**config.mk**
```make
export PLATFORM = sky130hd
export DESIGN_NAME = mem_port_arbiter_flat
export DESIGN_NICKNAME = d
export VERILOG_FILES = /design/src/rtl/mem_pkg.sv /design/src/rtl/mem_port_arbiter_if.sv /design/src/rtl/mem_port_arbiter.sv /design/src/flat_wrapper.sv
export SDC_FILE = /design/constraint.sdc
export NUM_CORES = 1
export LEC_CHECK = 0
export CELL_PAD_IN_SITES_DETAIL_PLACEMENT = 0
export CELL_PAD_IN_SITES_GLOBAL_PLACEMENT = 2
export CORE_UTILIZATION = 10
export CTS_BUF_LIST = sky130_fd_sc_hd__clkbuf_16
export CTS_CLUSTER_DIAMETER = 50
export DETAILED_ROUTE_END_ITERATION = 12
export PLACE_DENSITY_LB_ADDON = 0.12
export SYNTH_ARGS = -nofsm -noshare
export SYNTH_HDL_FRONTEND = slang
export SYNTH_SLANG_ARGS = --single-unit
```
**constraint.sdc**
```tcl
create_clock -name i_clk -period 2.9 [get_ports i_clk]
set_clock_uncertainty 0.2 [all_clocks]
set_input_delay 0.58 -clock i_clk [delete_from_list [all_inputs] [get_ports i_clk]]
set_output_delay 0.58 -clock i_clk [all_outputs]
set_load 0.02 [all_outputs]
```
**src/rtl/mem_pkg.sv**
```systemverilog
// Shared memory-port definitions: width codes and arbiter owner states.
// Both the data-port arbiter and the memory controller use these.
package mem_pkg;

    localparam logic [1:0] MEM_W_WORD = 2'd0;
    localparam logic [1:0] MEM_W_BYTE = 2'd1;
    localparam logic [1:0] MEM_W_HALF = 2'd2;

    typedef enum logic [1:0] {
        IDLE = 2'd0,
        OWN0 = 2'd1,
        OWN1 = 2'd2
    } arb_state_t;

    // Width code 3 decodes as a word access, the same as code 0.
    function automatic logic [1:0] norm_width(input logic [1:0] w);
        return (w == MEM_W_BYTE || w == MEM_W_HALF) ? w : MEM_W_WORD;
    endfunction

endpackage

```
**src/rtl/mem_port_arbiter_if.sv**
```systemverilog
// Requester and controller signals of the shared data port.
// The arbiter uses the slave view; requesters and controller use the master view.
interface mem_port_arbiter_if;

    logic        i_m0_req,   i_m1_req;
    logic        i_m0_lock,  i_m1_lock;
    logic [31:0] i_m0_addr,  i_m1_addr;
    logic [31:0] i_m0_wdata, i_m1_wdata;
    logic [1:0]  i_m0_width, i_m1_width;
    logic        i_m0_we,    i_m1_we;
    logic        i_m0_zext,  i_m1_zext;
    logic        o_m0_gnt,   o_m1_gnt;
    logic        o_m0_rvalid, o_m1_rvalid;
    logic [31:0] o_m0_rdata, o_m1_rdata;

    logic [31:0] o_mem_addr;
    logic [31:0] o_mem_wdata;
    logic [1:0]  o_mem_width;
    logic        o_mem_we;
    logic        o_mem_zext;
    logic [31:0] i_mem_rdata;

    modport slave (
        input  i_m0_req, i_m0_lock, i_m0_addr, i_m0_wdata, i_m0_width, i_m0_we, i_m0_zext,
        input  i_m1_req, i_m1_lock, i_m1_addr, i_m1_wdata, i_m1_width, i_m1_we, i_m1_zext,
        output o_m0_gnt, o_m0_rvalid, o_m0_rdata,
        output o_m1_gnt, o_m1_rvalid, o_m1_rdata,
        output o_mem_addr, o_mem_wdata, o_mem_width, o_mem_we, o_mem_zext,
        input  i_mem_rdata
    );

    modport master (
        output i_m0_req, i_m0_lock, i_m0_addr, i_m0_wdata, i_m0_width, i_m0_we, i_m0_zext,
        output i_m1_req, i_m1_lock, i_m1_addr, i_m1_wdata, i_m1_width, i_m1_we, i_m1_zext,
        input  o_m0_gnt, o_m0_rvalid, o_m0_rdata,
        input  o_m1_gnt, o_m1_rvalid, o_m1_rdata,
        input  o_mem_addr, o_mem_wdata, o_mem_width, o_mem_we, o_mem_zext,
        output i_mem_rdata
    );

endinterface

```
**src/rtl/mem_port_arbiter.sv**
```systemverilog
// Two-master arbiter for the memory controller data port: round-robin with bounded
// locking, width-hold hazard bubbles, and routing of 1-cycle read data to its issuer.
module mem_port_arbiter
    import mem_pkg::*;
#(
    parameter int unsigned LOCK_MAX = 16
) (
    input  logic               i_clk,
    input  logic               i_rst_n,
    mem_port_arbiter_if.slave  bus
);

    localparam logic [7:0] LOCK_LIMIT = 8'(LOCK_MAX);

    arb_state_t state, state_nxt;
    logic       rr, rr_nxt;
    logic [7:0] lock_cnt, lock_cnt_nxt;
    logic       rd_pend, rd_src;
    logic [1:0] held_width;
    logic       held_zext;

    logic [1:0]       req_v, lock_v, we_v, zext_v;
    logic [1:0][1:0]  width_v;
    logic [1:0][31:0] addr_v, wdata_v;

    assign req_v   = {bus.i_m1_req,   bus.i_m0_req};
    assign lock_v  = {bus.i_m1_lock,  bus.i_m0_lock};
    assign we_v    = {bus.i_m1_we,    bus.i_m0_we};
    assign zext_v  = {bus.i_m1_zext,  bus.i_m0_zext};
    assign width_v = {bus.i_m1_width, bus.i_m0_width};
    assign addr_v  = {bus.i_m1_addr,  bus.i_m0_addr};
    assign wdata_v = {bus.i_m1_wdata, bus.i_m0_wdata};

    logic cand, cand_valid, hazard_ok, grant, win;

    // Pick a candidate, then hold it off if it would disturb an in-flight read's width.
    always_comb begin
        // NOTE: every combinational output gets a default first, so no path infers a latch.
        cand       = 1'b0;
        cand_valid = 1'b0;
        unique case (state)
            IDLE: begin
                if (req_v == 2'b11) begin
                    cand_valid = 1'b1;
                    cand       = rr;
                end else if (req_v[0]) begin
                    cand_valid = 1'b1;
                    cand       = 1'b0;
                end else if (req_v[1]) begin
                    cand_valid = 1'b1;
                    cand       = 1'b1;
                end
            end
            OWN0: begin
                cand_valid = req_v[0];
                cand       = 1'b0;
            end
            OWN1: begin
                cand_valid = req_v[1];
                cand       = 1'b1;
            end
            default: ;
        endcase
        hazard_ok = !rd_pend
                    || (norm_width(width_v[cand]) == norm_width(held_width)
                        && zext_v[cand] == held_zext);
        grant = cand_valid && hazard_ok && i_rst_n;
        win   = cand;
    end

    always_comb begin
        state_nxt    = state;
        rr_nxt       = rr;
        lock_cnt_nxt = lock_cnt;
        if (grant) begin
            rr_nxt = ~win;
            if (state == IDLE) begin
                if (lock_v[win]) begin
                    state_nxt    = win ? OWN1 : OWN0;
                    lock_cnt_nxt = 8'd1;
                end
            end else begin
                lock_cnt_nxt = lock_cnt + 8'd1;
                if (!lock_v[win] || lock_cnt_nxt >= LOCK_LIMIT) begin
                    state_nxt = IDLE;
                end
            end
        end
    end

    always_comb begin
        bus.o_m0_gnt    = grant && !win;
        bus.o_m1_gnt    = grant && win;
        bus.o_mem_addr  = '0;
        bus.o_mem_wdata = '0;
        bus.o_mem_width = held_width;
        bus.o_mem_zext  = held_zext;
        bus.o_mem_we    = 1'b0;
        if (grant) begin
            bus.o_mem_addr  = addr_v[win];
            bus.o_mem_wdata = wdata_v[win];
            bus.o_mem_width = width_v[win];
            bus.o_mem_zext  = zext_v[win];
            bus.o_mem_we    = we_v[win];
        end
        bus.o_m0_rvalid = rd_pend && !rd_src;
        bus.o_m1_rvalid = rd_pend && rd_src;
        bus.o_m0_rdata  = bus.o_m0_rvalid ? bus.i_mem_rdata : '0;
        bus.o_m1_rdata  = bus.o_m1_rvalid ? bus.i_mem_rdata : '0;
    end

    always_ff @(posedge i_clk or negedge i_rst_n) begin
        if (!i_rst_n) begin
            state      <= IDLE;
            rr         <= 1'b0;
            lock_cnt   <= 8'd0;
            rd_pend    <= 1'b0;
            rd_src     <= 1'b0;
            held_width <= MEM_W_WORD;
            held_zext  <= 1'b0;
        end else begin
            // NOTE: state uses non-blocking assignments so every register samples pre-edge values.
            state    <= state_nxt;
            rr       <= rr_nxt;
            lock_cnt <= lock_cnt_nxt;
            rd_pend  <= grant && !we_v[win];
            if (grant) begin
                rd_src     <= win;
                held_width <= width_v[win];
                held_zext  <= zext_v[win];
            end
        end
    end

endmodule
```
**src/flat_wrapper.sv**
```systemverilog
// flat-port wrapper written by rule: the top's interface ports become plain ports
module mem_port_arbiter_flat import mem_pkg::*;
#(
    parameter int unsigned LOCK_MAX = 16
)
  (i_clk, i_rst_n, bus_i_m0_req, bus_i_m0_lock, bus_i_m0_addr, bus_i_m0_wdata, bus_i_m0_width, bus_i_m0_we, bus_i_m0_zext, bus_i_m1_req, bus_i_m1_lock, bus_i_m1_addr, bus_i_m1_wdata, bus_i_m1_width, bus_i_m1_we, bus_i_m1_zext, bus_o_m0_gnt, bus_o_m0_rvalid, bus_o_m0_rdata, bus_o_m1_gnt, bus_o_m1_rvalid, bus_o_m1_rdata, bus_o_mem_addr, bus_o_mem_wdata, bus_o_mem_width, bus_o_mem_we, bus_o_mem_zext, bus_i_mem_rdata);
  mem_port_arbiter_if bus_i ();
  input  logic i_clk;
  input  logic i_rst_n;
  input wire logic [$bits(bus_i.i_m0_req)-1:0] bus_i_m0_req;
  input wire logic [$bits(bus_i.i_m0_lock)-1:0] bus_i_m0_lock;
  input wire logic [$bits(bus_i.i_m0_addr)-1:0] bus_i_m0_addr;
  input wire logic [$bits(bus_i.i_m0_wdata)-1:0] bus_i_m0_wdata;
  input wire logic [$bits(bus_i.i_m0_width)-1:0] bus_i_m0_width;
  input wire logic [$bits(bus_i.i_m0_we)-1:0] bus_i_m0_we;
  input wire logic [$bits(bus_i.i_m0_zext)-1:0] bus_i_m0_zext;
  input wire logic [$bits(bus_i.i_m1_req)-1:0] bus_i_m1_req;
  input wire logic [$bits(bus_i.i_m1_lock)-1:0] bus_i_m1_lock;
  input wire logic [$bits(bus_i.i_m1_addr)-1:0] bus_i_m1_addr;
  input wire logic [$bits(bus_i.i_m1_wdata)-1:0] bus_i_m1_wdata;
  input wire logic [$bits(bus_i.i_m1_width)-1:0] bus_i_m1_width;
  input wire logic [$bits(bus_i.i_m1_we)-1:0] bus_i_m1_we;
  input wire logic [$bits(bus_i.i_m1_zext)-1:0] bus_i_m1_zext;
  output wire logic [$bits(bus_i.o_m0_gnt)-1:0] bus_o_m0_gnt;
  output wire logic [$bits(bus_i.o_m0_rvalid)-1:0] bus_o_m0_rvalid;
  output wire logic [$bits(bus_i.o_m0_rdata)-1:0] bus_o_m0_rdata;
  output wire logic [$bits(bus_i.o_m1_gnt)-1:0] bus_o_m1_gnt;
  output wire logic [$bits(bus_i.o_m1_rvalid)-1:0] bus_o_m1_rvalid;
  output wire logic [$bits(bus_i.o_m1_rdata)-1:0] bus_o_m1_rdata;
  output wire logic [$bits(bus_i.o_mem_addr)-1:0] bus_o_mem_addr;
  output wire logic [$bits(bus_i.o_mem_wdata)-1:0] bus_o_mem_wdata;
  output wire logic [$bits(bus_i.o_mem_width)-1:0] bus_o_mem_width;
  output wire logic [$bits(bus_i.o_mem_we)-1:0] bus_o_mem_we;
  output wire logic [$bits(bus_i.o_mem_zext)-1:0] bus_o_mem_zext;
  input wire logic [$bits(bus_i.i_mem_rdata)-1:0] bus_i_mem_rdata;
  assign bus_i.i_m0_req = bus_i_m0_req;
  assign bus_i.i_m0_lock = bus_i_m0_lock;
  assign bus_i.i_m0_addr = bus_i_m0_addr;
  assign bus_i.i_m0_wdata = bus_i_m0_wdata;
  assign bus_i.i_m0_width = bus_i_m0_width;
  assign bus_i.i_m0_we = bus_i_m0_we;
  assign bus_i.i_m0_zext = bus_i_m0_zext;
  assign bus_i.i_m1_req = bus_i_m1_req;
  assign bus_i.i_m1_lock = bus_i_m1_lock;
  assign bus_i.i_m1_addr = bus_i_m1_addr;
  assign bus_i.i_m1_wdata = bus_i_m1_wdata;
  assign bus_i.i_m1_width = bus_i_m1_width;
  assign bus_i.i_m1_we = bus_i_m1_we;
  assign bus_i.i_m1_zext = bus_i_m1_zext;
  assign bus_o_m0_gnt = bus_i.o_m0_gnt;
  assign bus_o_m0_rvalid = bus_i.o_m0_rvalid;
  assign bus_o_m0_rdata = bus_i.o_m0_rdata;
  assign bus_o_m1_gnt = bus_i.o_m1_gnt;
  assign bus_o_m1_rvalid = bus_i.o_m1_rvalid;
  assign bus_o_m1_rdata = bus_i.o_m1_rdata;
  assign bus_o_mem_addr = bus_i.o_mem_addr;
  assign bus_o_mem_wdata = bus_i.o_mem_wdata;
  assign bus_o_mem_width = bus_i.o_mem_width;
  assign bus_o_mem_we = bus_i.o_mem_we;
  assign bus_o_mem_zext = bus_i.o_mem_zext;
  assign bus_i.i_mem_rdata = bus_i_mem_rdata;
  mem_port_arbiter #(.LOCK_MAX(LOCK_MAX)) u_core (.i_clk(i_clk), .i_rst_n(i_rst_n), .bus(bus_i));
endmodule
```
Yosys cells after proc, flatten, opt, wreduce, memory -nomap -nowiden
Index checks and enable logic that the tools add are counted.
{ "totals": {"register_bits": 16, "elab_cells": 76, "in_bits": 174, "output_inout_bits": 136} }
{ "classes": {"n_eq_ne": 10, "add_sub_neg": 1, "order_cmp": 2, "n_reduce_logical": 21, "n_mux": 34, "n_bitwise": 1} }
{ "op_table": {"columns": ["operator", "count"], "rows": [
  ["32-bit 2-to-1 mux", 8],
  ["2-bit 2-to-1 mux", 9],
  ["8-bit 2-to-1 mux", 2],
  ["1-bit 2-to-1 mux", 13],
  ["8-bit by 1-bit adder with 8-bit output (second input constant)", 1],
  ["2-bit == test (second input constant)", 4],
  ["8-bit by 5-bit >= comparator with 1-bit output (second input constant)", 1],
  ["1-bit logical AND", 8],
  ["2-bit by 1-bit == test with 1-bit output (second input constant)", 3],
  ["1-bit logical NOT", 5],
  ["1-bit logical OR", 4],
  ["1-bit case mux with 3 select lines", 1],
  ["3-bit AND reduction", 1],
  ["2-bit == test", 1],
  ["2-bit logical NOT", 1],
  ["1-bit by 2-bit < comparator with 1-bit output (second input constant)", 1],
  ["2-bit != test (second input constant)", 1],
  ["1-bit case mux with 2 select lines", 1],
  ["2-bit AND reduction", 1],
  ["2-bit nonzero test", 1],
  ["1-bit == test", 1],
  ["1-bit inverter", 1]
]} }

Depth between registers and ports, before layout
{ "depth": {"word_depth": 15, "ltp_mapped": 8, "mapped_depth_nobuf": 7} }

Least setup slack after synthesis
Ideal clock, no wire load.
{ "synth_timing": {"path_kind": "input port to output port", "startpoint": "input bus_i_m1_width[1]", "endpoint": "output bus_o_mem_addr[14]", "setup_slack_ps": 92, "required_time_ps": 2120, "n_path_buf": 2, "arrival_time_ps": 2028, "stages": 7, "cell_sequence": "and4bb_1 a211o_1 nand2_1 a2111oi_2 buf_4 buf_2 a22o_1"} }
{ "synth_via": {"elab_chain_cells": 11, "elab_cells_between_ends": 12, "classes_between": "3 x eq/ne; 4 x mux; 5 x reduce/logical"} }
{ "synth_rtl": {"columns": ["element", "line", "source"], "rows": [
  ["start, declared", "flat_wrapper.sv:21", "input wire logic [$bits(bus_i.i_m1_width)-1:0] bus_i_m1_width;"],
  ["2-bit 2-to-1 mux (implied by the code) * (2 in a row)", "mem_port_arbiter.sv:65", "|| (norm_width(width_v[cand]) == norm_width(held_width)"],
  ["2-bit by 1-bit == test with 1-bit output or 2-bit == test (tied branches)", "mem_pkg.sv:17", "return (w == MEM_W_BYTE || w == MEM_W_HALF) ? w : MEM_W_WORD;"],
  ["1-bit logical OR", "mem_pkg.sv:17", null],
  ["2-bit 2-to-1 mux *", "mem_pkg.sv:17", null],
  ["2-bit == test *", "mem_port_arbiter.sv:65", null],
  ["1-bit logical AND *", "mem_port_arbiter.sv:66", "&& zext_v[cand] == held_zext);"],
  ["1-bit logical OR *", "mem_port_arbiter.sv:65", null],
  ["1-bit logical AND * (2 in a row)", "mem_port_arbiter.sv:67", "grant = cand_valid && hazard_ok && i_rst_n;"],
  ["32-bit 2-to-1 mux *", "mem_port_arbiter.sv:99", "if (grant) begin"],
  ["end, declared", "flat_wrapper.sv:30", "output wire logic [$bits(bus_i.o_mem_addr)-1:0] bus_o_mem_addr;"]
]} }
Mark *: on every way between the ends. The rest lies on a longest branch, timed or not. The select of a mux whose other input is x is not followed.

Worst setup path in the final report
{ "layout_timing": {"startpoint": "input bus_i_m1_width[1]", "endpoint": "output bus_o_mem_wdata[2]"} }
{ "layout_via": {"elab_chain_cells": 11, "elab_cells_between_ends": 12, "classes_between": "3 x eq/ne; 4 x mux; 5 x reduce/logical"} }
{ "layout_rtl": {"columns": ["element", "line", "source"], "rows": [
  ["2-bit 2-to-1 mux (implied by the code) * (2 in a row)", "mem_port_arbiter.sv:65", null],
  ["2-bit by 1-bit == test with 1-bit output or 2-bit == test (tied branches)", "mem_pkg.sv:17", null],
  ["1-bit logical OR", "mem_pkg.sv:17", null],
  ["2-bit 2-to-1 mux *", "mem_pkg.sv:17", null],
  ["2-bit == test *", "mem_port_arbiter.sv:65", null],
  ["1-bit logical AND *", "mem_port_arbiter.sv:66", null],
  ["1-bit logical OR *", "mem_port_arbiter.sv:65", null],
  ["1-bit logical AND * (2 in a row)", "mem_port_arbiter.sv:67", null],
  ["32-bit 2-to-1 mux *", "mem_port_arbiter.sv:99", null],
  ["end, declared", "flat_wrapper.sv:31", "output wire logic [$bits(bus_i.o_mem_wdata)-1:0] bus_o_mem_wdata;"]
]} }
Marks and branches as above.

==> results.cfg <==
[outcome]
status = complete, but fails checks
failed_checks = negative setup slack

[pwr]
intPower_mw = 2.08
peakVddDrop_mv = 0.297
pwr-share-comb = 0.819
power.leakage_nw = 2.71
pwr-share-clk = 0.075
swShare = 0.439
finalPower_mw = 3.72
p_seq_frac = 0.107
net-switching-power_mw = 1.63
p_per_area_nw_per_um2 = 593

[synthesis]
async_flop_share = 1.00
yosysSeqAreaShare = 0.183
yosys-top-cells-area = a22o_1 26%, dfrtp_1 18%, and2_1 9.7%, and3_1 9.4%, buf_6 2.6%
synthSimpleGateAreaFrac = 0.314
syn_area_um2 = 2190
synth_top_area_cell = a22o_1
synth_mux_area_frac = 0.0320
ys.flop_type = dfrtp_1
syn_nets = 440
synth_compound_area_frac = 0.376
synth_top_area_share = 0.260
netlist_instances = 265
synth_edf_count = 0
postSynthRegisterBits = 16
synthAdderAreaFrac = 0.00571
synth_xor_xnor_area_share = 0.0200
synth_top_family_by_area = compound AO/OA/AOI/OAI gates
synth_area_per_cell_um2 = 8.27
yosysWarnings = 0
yosysUniqueCellTypes = 46

[timing]
hold_viol = 0
max_slew_margin = 0.776
fin_crit_ns = 3.24
rsz0062_at_grt = yes
finalCritPeriodShare = 1.12
finalSetupTns_ns = -14.64
timing.fmax_mhz = 309
maxSlewViolCount = 0
setup_slack_ns = -0.335
tightestPinTransition_ns = 0.337
finalSetupViolCount = 66

[setup_path]
crit_type = in -> out
crit_top_cell = buf_6
cp-start-kind = input pin
arrival_ns = 2.46
cpMaxStageDelayCell = a211o_1
ff2ff_setup_slack_ns = 0.47
cp_max_fo = 6
cp_data_required_time_ns = 2.12
critical_path.cell_chain = buf_2 -> and4bb_1 -> a211o_1 -> and3_4 -> o21bai_4 -> nor2_4 -> buf_6 -> buf_12 -> buf_16 -> buf_6 -> a22o_1 -> buf_6
r2r-end = u_core.lock_cnt[3]
setup.worst_path.end_class = primary output
critPathTopFamily = buffers and inverters
critPathBufInv = 6
reg2reg_depth = 9
critPathMaxStageDelay_ns = 0.29
r2r-start = u_core.held_width[1]

[clocking]
root_buffer = clkbuf_16
cts_tree = done
clk_latency_ns = 0.25
clk_pin_slew_worst_paths_ns = 0.05
cts_made_buffers = 3
cts_buffer_depth = 2
cts.sinks = 16
cts-htree-levels = 1

[global_routing]
grt_pass1_wl_mm = 23.5
grt_use_total = 0.143
grt_max_degree = 35
grt_pass1_vias = 3446
grt_overflow = 0
antenna_found_initial = 0

[placement]
numPortBuffers = 309
dp.final_hpwl_mm = 14.0
dp_slack_ns = -1.05
place_inst = 858
gp_congestion = 0.827

[min_path]
hp-start = u_core.lock_cnt[3]
hold_class = reg -> reg
worstHoldEndpoint = u_core.lock_cnt[3]
hold_depth = 1

[layout]
nNetsFinal = 783
drive_gt1_frac = 0.259
areaGrowthSynthToFinish_pct = 186
n_antenna_cell = 0
fin_util = 0.296
finalNonFillerCells = 881
multiInputGateArea_um2 = 1740
final_common_cell = clkdlybuf4s50_1
layout_common_cells = 231 x clkdlybuf4s50_1, 63 x a22o_1, 52 x buf_4, 40 x buf_6, 34 x and2_1
final-seq-area_um2 = 403
fill_cells = 2297

[floorplan]
die_w_um = 150
start_util = 0.103
die_y_um = 150
die_area_um2 = 22500
coreArea_um2 = 21200
pin_count = 310
rows = 53

[drt]
drt_iter0_markers = 118
firstDrtPassIters = 4
drt-total-wl_mm = 17.6
post-route-drc-count = 0
vias_per_cell = 3.92
drtAntennaViolNets = 0
wl_per_cell_um = 20.0
vias = 3456

[job]
cap_viol_max_count = 0
## metrics by stage
stage / hold slack (ns) / cell area (µm²)
2_1_floorplan: 0.0844 / 2190
3_3_place_gp: 0.289 / 5830
3_5_place_dp: 0.288 / 5830
4_1_cts: 0.298 / 6190
5_1_grt: 0.324 / 6270
6_report: 0.302 / 6270
## synthesized netlist by cell type, types with 2 or more instances
cell      count
xnor2_1       4
o21ai_0       8
nand2_1      10
and2_1       34
nand3_1       4
buf_2         8
clkbuf_1     10
o21ai_1       9
nand2b_1      4
o31ai_1       2
inv_1         3
buf_6         5
nor4bb_1      2
nor2_1        6
dfrtp_1      16
a21o_1        3
a22o_1       65
and4bb_1      2
mux2i_1       4
a21oi_1       3
and3_1       33
nor2b_1       5
mux2_4        2
## cell type report
type,count,area share
clock buffers,3,0.0120
inverters,3,0.00180
multi-input cells,222,0.278
flip-flops and latches,16,0.0642
well taps,275,0.0549
repair buffers,362,0.589
## cells by family after synthesis
| group | Yosys count |
|---|---|
| and+or+nand+nor | 110 |
| AOI/OAI and AO/OA | 100 |
| buffers and inverters | 27 |
| DFF | 16 |
| muxes | 6 |
| xor gates and xnor gates | 5 |
| adders and majority gates | 1 |
## per-layer routing
| layer | track usage | part of all wire |
|---|---|---|
| met3 | 0.0323 | 0.071 |
| met5 | 0 | 0 |
| met1 | 0.169 | 0.41 |
| met2 | 0.264 | 0.51 |
| met4 | 0.0192 | 0.0072 |
## worst max path at each step
| stage | from | end | slack, ns | depth (start not counted) |
|---|---|---|---|---|
| detailed placement | bus_i_m1_width[1] | bus_o_mem_wdata[12] | -1.05 | 9 |
| global placement | bus_i_m0_width[0] | bus_o_mem_addr[30] | -1.06 | 9 |
| floorplan | bus_i_m1_width[1] | bus_o_mem_addr[14] | 0.09 | 7 |
| global route | u_core.held_width[0] | bus_o_mem_addr[18] | -0.43 | 11 |
| finish | bus_i_m1_width[1] | bus_o_mem_wdata[2] | -0.34 | 12 |
| CTS | u_core.held_width[1] | bus_o_mem_wdata[2] | -0.35 | 11 |
## flip-flops by register name, indices dropped and copies added, names as in the netlist
register           count
u_core.rd_pend         1
u_core.rd_src          1
u_core.held_zext       1
u_core.lock_cnt        8
u_core.rr              1
u_core.state           2
u_core.held_width      2
## power groups by stage
stage	Clock, mW	Combinational (mW)	Sequential [mW]
finish	0.277	3.04	0.396
global route	0.296	3.22	0.411
CTS	0.289	2.91	0.388
detailed placement	0	2.69	0.382
global placement	0	2.70	0.379
floorplan	0	1.27	0.377
## worst reg2reg max path: cells and delay by family, from the launching register on
kind,cells,cell delay (ns)
buffers and inverters,3,0.43
AO/OA/AOI/OAI,4,0.66
AND/OR/NAND/NOR,2,0.59
flip-flops,1,0.44
## timing repair
item | 4_1_cts | 5_1_grt
setup buffers | 6 | 7
resized for setup | 243 | 117
pin swaps | 19 | 7
hold buffers | 0 | 0
cloned | 5 | 2
setup endpoints to repair | 70 | 70
No activity file was read; power rests on OpenSTA's default activity.
